==> src/rtl/parity_pkg.sv <==
// Shared definitions for the parity-checked serial receiver.
// FSM encoding and the default frame/counter geometry live here.
package parity_pkg;

  localparam int unsigned DATA_W_DEF = 4;
  localparam int unsigned ODD_DEF    = 0;
  localparam int unsigned CNT_W_DEF  = 8;

  typedef enum logic [1:0] {
    IDLE = 2'd0,
    DATA = 2'd1,
    PAR  = 2'd2,
    STOP = 2'd3
  } state_t;

endpackage

==> src/rtl/parity_rx_sat_cnt.sv <==
// Saturating up-counter with synchronous clear; clear beats increment.
module sat_cnt #(
  parameter int unsigned W = 8
) (
  input  logic         clk,
  input  logic         rst,
  input  logic         inc,
  input  logic         clr,
  output logic [W-1:0] cnt
);

  always_ff @(posedge clk) begin
    if (rst) begin
      cnt <= '0;
    end else if (clr) begin
      cnt <= '0;
    end else if (inc && (cnt != {W{1'b1}})) begin
      cnt <= cnt + W'(1);
    end
  end

endmodule

==> src/rtl/parity_rx.sv <==
// Strobed serial receiver: start, DATA_W bits LSB first, parity, stop.
// Emits registered one-cycle valid/error pulses and a saturating error count.
module parity_rx
  import parity_pkg::*;
#(
  parameter int unsigned DATA_W = DATA_W_DEF,
  parameter int unsigned ODD    = ODD_DEF,
  parameter int unsigned CNT_W  = CNT_W_DEF
) (
  input  logic              clk,
  input  logic              rst,
  input  logic              rx_bit,
  input  logic              rx_en,
  input  logic              clr_cnt,
  output logic [DATA_W-1:0] rx_data,
  output logic              rx_valid,
  output logic              par_err,
  output logic              frm_err,
  output logic [CNT_W-1:0]  err_cnt,
  output logic              busy
);

  localparam int unsigned IDX_W   = (DATA_W > 1) ? $clog2(DATA_W) : 1;
  localparam logic        ODD_BIT = 1'(ODD);

  state_t              state, state_next;
  logic [IDX_W-1:0]    idx, idx_next;
  logic [DATA_W-1:0]   shreg, shreg_next;
  logic                acc, acc_next;
  logic [DATA_W-1:0]   data_next;
  logic                valid_next, perr_next, ferr_next;

  // Next-state and next-output logic; every register holds unless strobed.
  always_comb begin
    state_next = state;
    idx_next   = idx;
    shreg_next = shreg;
    acc_next   = acc;
    data_next  = rx_data;
    valid_next = 1'b0;
    perr_next  = 1'b0;
    ferr_next  = 1'b0;
    if (rx_en) begin
      case (state)
        IDLE: begin
          if (!rx_bit) begin
            state_next = DATA;
            idx_next   = '0;
            acc_next   = 1'b0;
          end
        end
        DATA: begin
          shreg_next = DATA_W'({rx_bit, shreg} >> 1);
          acc_next   = acc ^ rx_bit;
          idx_next   = idx + IDX_W'(1);
          if (idx == IDX_W'(DATA_W - 1)) begin
            state_next = PAR;
          end
        end
        PAR: begin
          acc_next   = acc ^ rx_bit;
          state_next = STOP;
        end
        STOP: begin
          if (rx_bit) begin
            data_next  = shreg;
            valid_next = 1'b1;
            perr_next  = acc ^ ODD_BIT;
          end else begin
            ferr_next  = 1'b1;
          end
          state_next = IDLE;
        end
        default: state_next = IDLE;
      endcase
    end
  end

  always_ff @(posedge clk) begin
    if (rst) begin
      state    <= IDLE;
      idx      <= '0;
      shreg    <= '0;
      acc      <= 1'b0;
      rx_data  <= '0;
      rx_valid <= 1'b0;
      par_err  <= 1'b0;
      frm_err  <= 1'b0;
      busy     <= 1'b0;
    end else begin
      state    <= state_next;
      idx      <= idx_next;
      shreg    <= shreg_next;
      acc      <= acc_next;
      rx_data  <= data_next;
      rx_valid <= valid_next;
      par_err  <= perr_next;
      frm_err  <= ferr_next;
      busy     <= (state_next != IDLE);
    end
  end

  // Counts the registered error pulses, so err_cnt moves one cycle after them.
  sat_cnt #(
    .W (CNT_W)
  ) u_sat_cnt (
    .clk (clk),
    .rst (rst),
    .inc (par_err | frm_err),
    .clr (clr_cnt),
    .cnt (err_cnt)
  );

endmodule

==> config.mk <==
export PLATFORM = sky130hd
export DESIGN_NAME = parity_rx
export DESIGN_NICKNAME = d
export VERILOG_FILES = /design/src/rtl/parity_pkg.sv /design/src/rtl/parity_rx_sat_cnt.sv /design/src/rtl/parity_rx.sv
export SDC_FILE = /design/constraint.sdc
export NUM_CORES = 1
export LEC_CHECK = 0
export BUFFER_PORTS_ARGS = -buffer_cell sky130_fd_sc_hd__buf_4
export CORE_MARGIN = 4
export CORE_UTILIZATION = 53
export CTS_CLUSTER_SIZE = 25
export DETAILED_ROUTE_END_ITERATION = 12
export PLACE_DENSITY_LB_ADDON = 0.15
export SLEW_MARGIN = 40
export SYNTH_ARGS = -nofsm -noshare
export SYNTH_HDL_FRONTEND = slang
export SYNTH_SLANG_ARGS = --single-unit
==> constraint.sdc <==
create_clock -name clk -period 2 [get_ports clk]
set_input_delay 0.3 -clock clk [delete_from_list [all_inputs] [get_ports clk]]
set_output_delay 0.3 -clock clk [all_outputs]
set_load 0.01 [all_outputs]
==> Yosys cells after proc, flatten, opt, wreduce, memory -nomap -nowiden <==
Index checks and enable logic that the tools add are counted.
{ "classes": {"n_lt_le_gt_ge": 0, "mul": 0, "bitwise_logic": 4, "n_shift": 0, "n_eq_ne": 6, "addsub": 2, "div_mod_pow": 0, "reduce_logical": 12, "mux": 10} }
{ "ops": {"columns": ["operator", "count"], "rows": [
  ["8-bit by 1-bit adder with 8-bit output, second input constant", 1],
  ["2-bit two-way mux", 4],
  ["8-bit inequality test, second input constant", 1],
  ["2-bit case mux with 4 select lines", 1],
  ["2-bit == test, second input constant", 3],
  ["3-bit AND reduction", 2],
  ["2-bit nonzero test", 3],
  ["2-bit case mux with 2 select lines", 1],
  ["2-bit AND reduction", 2],
  ["2-bit OR reduction", 2],
  ["1-bit two-way mux", 3],
  ["3-bit OR reduction", 1],
  ["2-bit by 1-bit adder with 2-bit output, second input constant", 1],
  ["2-bit by 1-bit == test with 1-bit output, second input constant", 1],
  ["2-bit logical NOT", 1],
  ["2-bit inequality test, second input constant", 1],
  ["1-bit NOT", 2],
  ["1-bit case mux with 2 select lines", 1],
  ["1-bit logical AND", 1],
  ["1-bit OR", 1],
  ["1-bit XOR", 1]
]} }
{ "word_totals": {"romBits": 0, "latchBits": 0, "mem_count": 0, "elab_cells": 44, "ram_bits": 0, "output_inout_bits": 16, "inputBits": 5, "ff_bits": 25} }

==> Logic depth before layout (Yosys ltp) <==
{ "logic_depth": {"depth_word": 5, "ltp_mapped": 7, "ltp_nobuf": 6} }

==> Hierarchy <==
Synthesis repeated with hierarchy kept, for this count alone.
{ "unflattened": {"hier_cells": 130, "area_unflattened_um2": 1218.7} }
{ "by_module_without_submodules": {"columns": ["mod", "seq_area_each_um2", "instances", "area_each_um2", "cells_each"], "rows": [
  ["parity_rx", 340.3, 1, 783.3, 83],
  ["sat_cnt", 160.2, 1, 435.4, 47]
]} }

==> Least setup slack after synthesis <==
OpenSTA, ideal clock, no wires.
{ "synth_path": {"path_type": "reg2reg", "startpoint": "register state[1]", "endpoint": "register busy", "t_required_ns": 1.877, "slack_ns": 0.468, "period_less_slack_ns": 1.532, "setup_ns": 0.123, "arrival_time_ns": 1.409, "n_path_buf": 1, "path_stages_with_launch": 8, "path_cell_list": "dfxtp_1 inv_1 ha_1 clkbuf_1 nor3_1 o21ai_0 and3b_1 or2_2"} }
{ "synth_between": {"elab_chain_len": 4, "word_cells_on_any_way": 9, "classes_between": "3 x eq/ne; 4 x mux; 2 x reduce/logical"} }
{ "synth_rtl": {"columns": ["item", "line", "text"], "rows": [
  ["from (decl)", "parity_rx.sv:26", "state_t state, state_next;"],
  ["from (signal assigned)", "parity_rx.sv:91", "state <= state_next;"],
  ["2-bit == test (tied with other cells)", "parity_rx.sv:44", "case (state)"],
  ["2-bit case mux with 4 select lines", "parity_rx.sv:44", null],
  ["2-bit two-way mux *", "parity_rx.sv:43", "if (rx_en) begin"],
  ["2-bit nonzero test *", "parity_rx.sv:99", "busy <= (state_next != IDLE);"],
  ["to (signal assigned)", "parity_rx.sv:99", null],
  ["to (decl)", "parity_rx.sv:20", "output logic busy"]
]} }
Every way passes the cells marked *; elsewhere a longest branch is shown, timed or not.
A chain may end at the register's enable or synchronous reset.

==> Final worst setup path <==
Ends and elaborated chain as after synthesis.

==> results.sh <==
export IMPL_drc_errors=0
export IMPL_cp_start_kind="flop"
export IMPL_whs_ns=0.199
export IMPL_fin_crit_ns=1.63
export IMPL_min_path_type="in -> reg"
export IMPL_cts_buffers_inserted=3
export IMPL_place_port_buffers=20
export IMPL_max_freq_mhz=612
export IMPL_cts_tree="built"
export IMPL_ys_warnings_count=0
export IMPL_routed_wl_mm=1.87
export IMPL_ant_nets=0
export IMPL_hold_violations=0
export IMPL_synth_top_area_share_pct=44.8
export IMPL_place_congestion=0.765
export IMPL_synthDistinctLibCells=31
export IMPL_peakVddDrop_v=0.000403
export IMPL_viasPerCell=5.34
export IMPL_fillCellCount=174
export IMPL_antenna_cells=0
export IMPL_crit_type="reg -> reg"
export IMPL_critPathRequiredTime_ns=2.22
export IMPL_row_count=16
export IMPL_path_clk_slew_ns=0.14
export IMPL_initial_core_util_pct=56.4
export IMPL_yosys_area_top_type="dfxtp_1"
export IMPL_setup_viol=0
export IMPL_cts_buffer_depth=2
export IMPL_yosysMostFrequentCell="dfxtp_1"
export IMPL_finalSetupTns_ns=0
export IMPL_hpwl_mm=1.45
export IMPL_worstSetupEndpointType="flop"
export IMPL_rsz0062_at_grt="false"
export IMPL_via_count=902
export IMPL_reg2reg_from="state[1]"
export IMPL_crit_arrival_ns=1.85
export IMPL_die_area_um2=2910
export IMPL_hp_start="rx_bit"
export IMPL_syn_to_final_growth_pct=17.4
export IMPL_status="complete, no violations"
export IMPL_multi_input_area_um2=589
export IMPL_ys_seq_area_share_pct=44.8
export IMPL_slew_violations=0
export IMPL_fin_skew_ns=0.00660
export IMPL_yosys_register_bits=25
export IMPL_min_path_cells=2
export IMPL_relSlewSlack_pct=79.9
export IMPL_power_density_nw_per_um2=598
export IMPL_drive_gt1_share_pct=19.0
export IMPL_synth_area_leaders="dfxtp_1, ha_1, mux2i_1"
export IMPL_rr_endpoint="busy"
export IMPL_synth_area_per_cell_um2=9.08
export IMPL_dieWidth_um=53.9
export IMPL_root_buffer="clkbuf_4"
export IMPL_cts_resized_gates=0
export IMPL_synth_main_ff_cell="dfxtp_1"
export IMPL_ioPinCount=21
export IMPL_final_util_pct=66.2
export IMPL_fp_coreArea_um2=1980
export IMPL_cp_max_fo=8
export IMPL_wire_per_inst_um=11.1
export IMPL_post_cts_setup_buffers=0
export IMPL_drt_initial_drc_count=10
export IMPL_ys_top_cells_by_count="dfxtp_1, nor2_1, nand2_1"
export IMPL_cts_hold_buffers=0
export IMPL_grt_pass1_wl_mm=3.33
export IMPL_fin_nets=156
export IMPL_clock_sinks=25
export IMPL_period_share_pct=81.7
export IMPL_syn_cell_area_um2=1120
export IMPL_reg2reg_setup_slack_ns=0.37
export IMPL_netlist_instances=123
export IMPL_p_leak_nw=0.556
export IMPL_drv_cap=0
export IMPL_gr_total_overflow=0
export IMPL_die_h_um=53.9
export IMPL_tightest_slew_ns=0.298
export IMPL_clk_latency_ns=0.31
export IMPL_synth_nets=136
export IMPL_grt_pass1_vias=843
export IMPL_ff2ff_path_depth=6
export IMPL_min_to="frm_err"
export IMPL_first_pass_iters=4
export IMPL_cts_htree_levels=1
export IMPL_antenna_found_initial=0
export IMPL_synth_edff_count=0
export IMPL_seq_area_um2=500
export IMPL_grt_max_degree=18
export IMPL_async_flop_share_pct=0
export IMPL_grt_usage_pct=15.3
==> how the worst max path moves through the flow <==
stage / start / endpoint / slack, ns / cells past startpoint
2_1_floorplan: state[1] / busy / 0.47 / 7
3_3_place_gp: state[0] / busy / 0.45 / 6
3_5_place_dp: state[0] / busy / 0.40 / 6
4_1_cts: state[0] / busy / 0.38 / 6
5_1_grt: state[0] / busy / 0.24 / 6
6_report: state[1] / busy / 0.37 / 6
==> routing by layer <==
metal | up-vias | routed length, µm | global-route usage, %
met4 | 0 | 12 | 5.11
met2 | 14 | 987 | 29.2
met3 | 2 | 91 | 2.49
met1 | 421 | 780 | 16.8
li1 | 465 | - | -
met5 | - | 0 | 0
==> kinds of logic (layout without fill, tap and decap cells) <==
group / after synthesis / count (layout) / share of synthesized area, %
AOI/OAI and AO/OA: 20 / 20 / 10.9
DFF: 25 / 25 / 44.8
xor gates and xnor gates: 6 / 6 / 4.70
buffers and inverters: 7 / 26 / 2.46
and+or+nand+nor: 50 / 50 / 21.9
muxes: 7 / 7 / 6.27
adders and majority gates: 8 / 8 / 8.96
==> where the power goes <==
| part | internal [mW] | leakage, nW | switching (mW) | total [mW] |
|---|---|---|---|---|
| Sequential | 0.504 | 0.202 | 0.00423 | 0.508 |
| Combinational | 0.0229 | 0.340 | 0.0311 | 0.0540 |
| Clock | 0.0761 | 0.0139 | 0.146 | 0.222 |
| Total | 0.603 | 0.556 | 0.182 | 0.785 |
==> worst max-delay path, stage by stage (launching register included) <==
cell and delay, ns:
dfxtp_1 0.40, inv_1 0.09, ha_1 0.27, nor3_1 0.22
o21ai_0 0.10, and3b_1 0.19, or2_2 0.26
==> placed cells by master (no fill, tap or decap), types with 2 or more instances in the layout <==
master | netlist | routed
xnor2_1 | 3 | 3
nand4_1 | 2 | 2
or2_2 | 2 | 2
o21ai_0 | 5 | 5
nor3_1 | 3 | 3
a21oi_1 | 7 | 7
buf_4 | 0 | 20
clkbuf_4 | 0 | 3
nand2_1 | 9 | 9
a211oi_1 | 2 | 2
nor2b_1 | 4 | 4
ha_1 | 8 | 8
mux2i_1 | 7 | 7
inv_1 | 2 | 2
dfxtp_1 | 25 | 25
nand3_1 | 6 | 6
xor2_1 | 3 | 3
nor2_1 | 17 | 17
==> stage by stage <==
step,total power [mW],worst slack [ns],cell area (µm²),cells
floorplan,0.557,0.468,1120,123
global placement,0.572,0.445,1280,165
detailed placement,0.574,0.395,1280,165
CTS,0.796,0.377,1310,169
global route,0.823,0.240,1310,169
finish,0.785,0.367,1310,169
==> flip-flops by register name, indices dropped and copies added (netlist names) <==
signal	flops
state	2
acc	1
frm_err	1
rx_data	4
shreg	4
idx	2
busy	1
rx_valid	1
u_sat_cnt.cnt	8
par_err	1
==> final cells by class <==
type                            instances  area share, %
Clock buffer                            3           1.72
Timing Repair Buffer                   20           11.5
Inverter                                2          0.573
Multi-Input combinational cell         91           44.9
Clock inverter                          1          0.573
Tap cell                               27           2.58
Sequential cell                        25           38.2
Power figures use the tool's default switching activity.
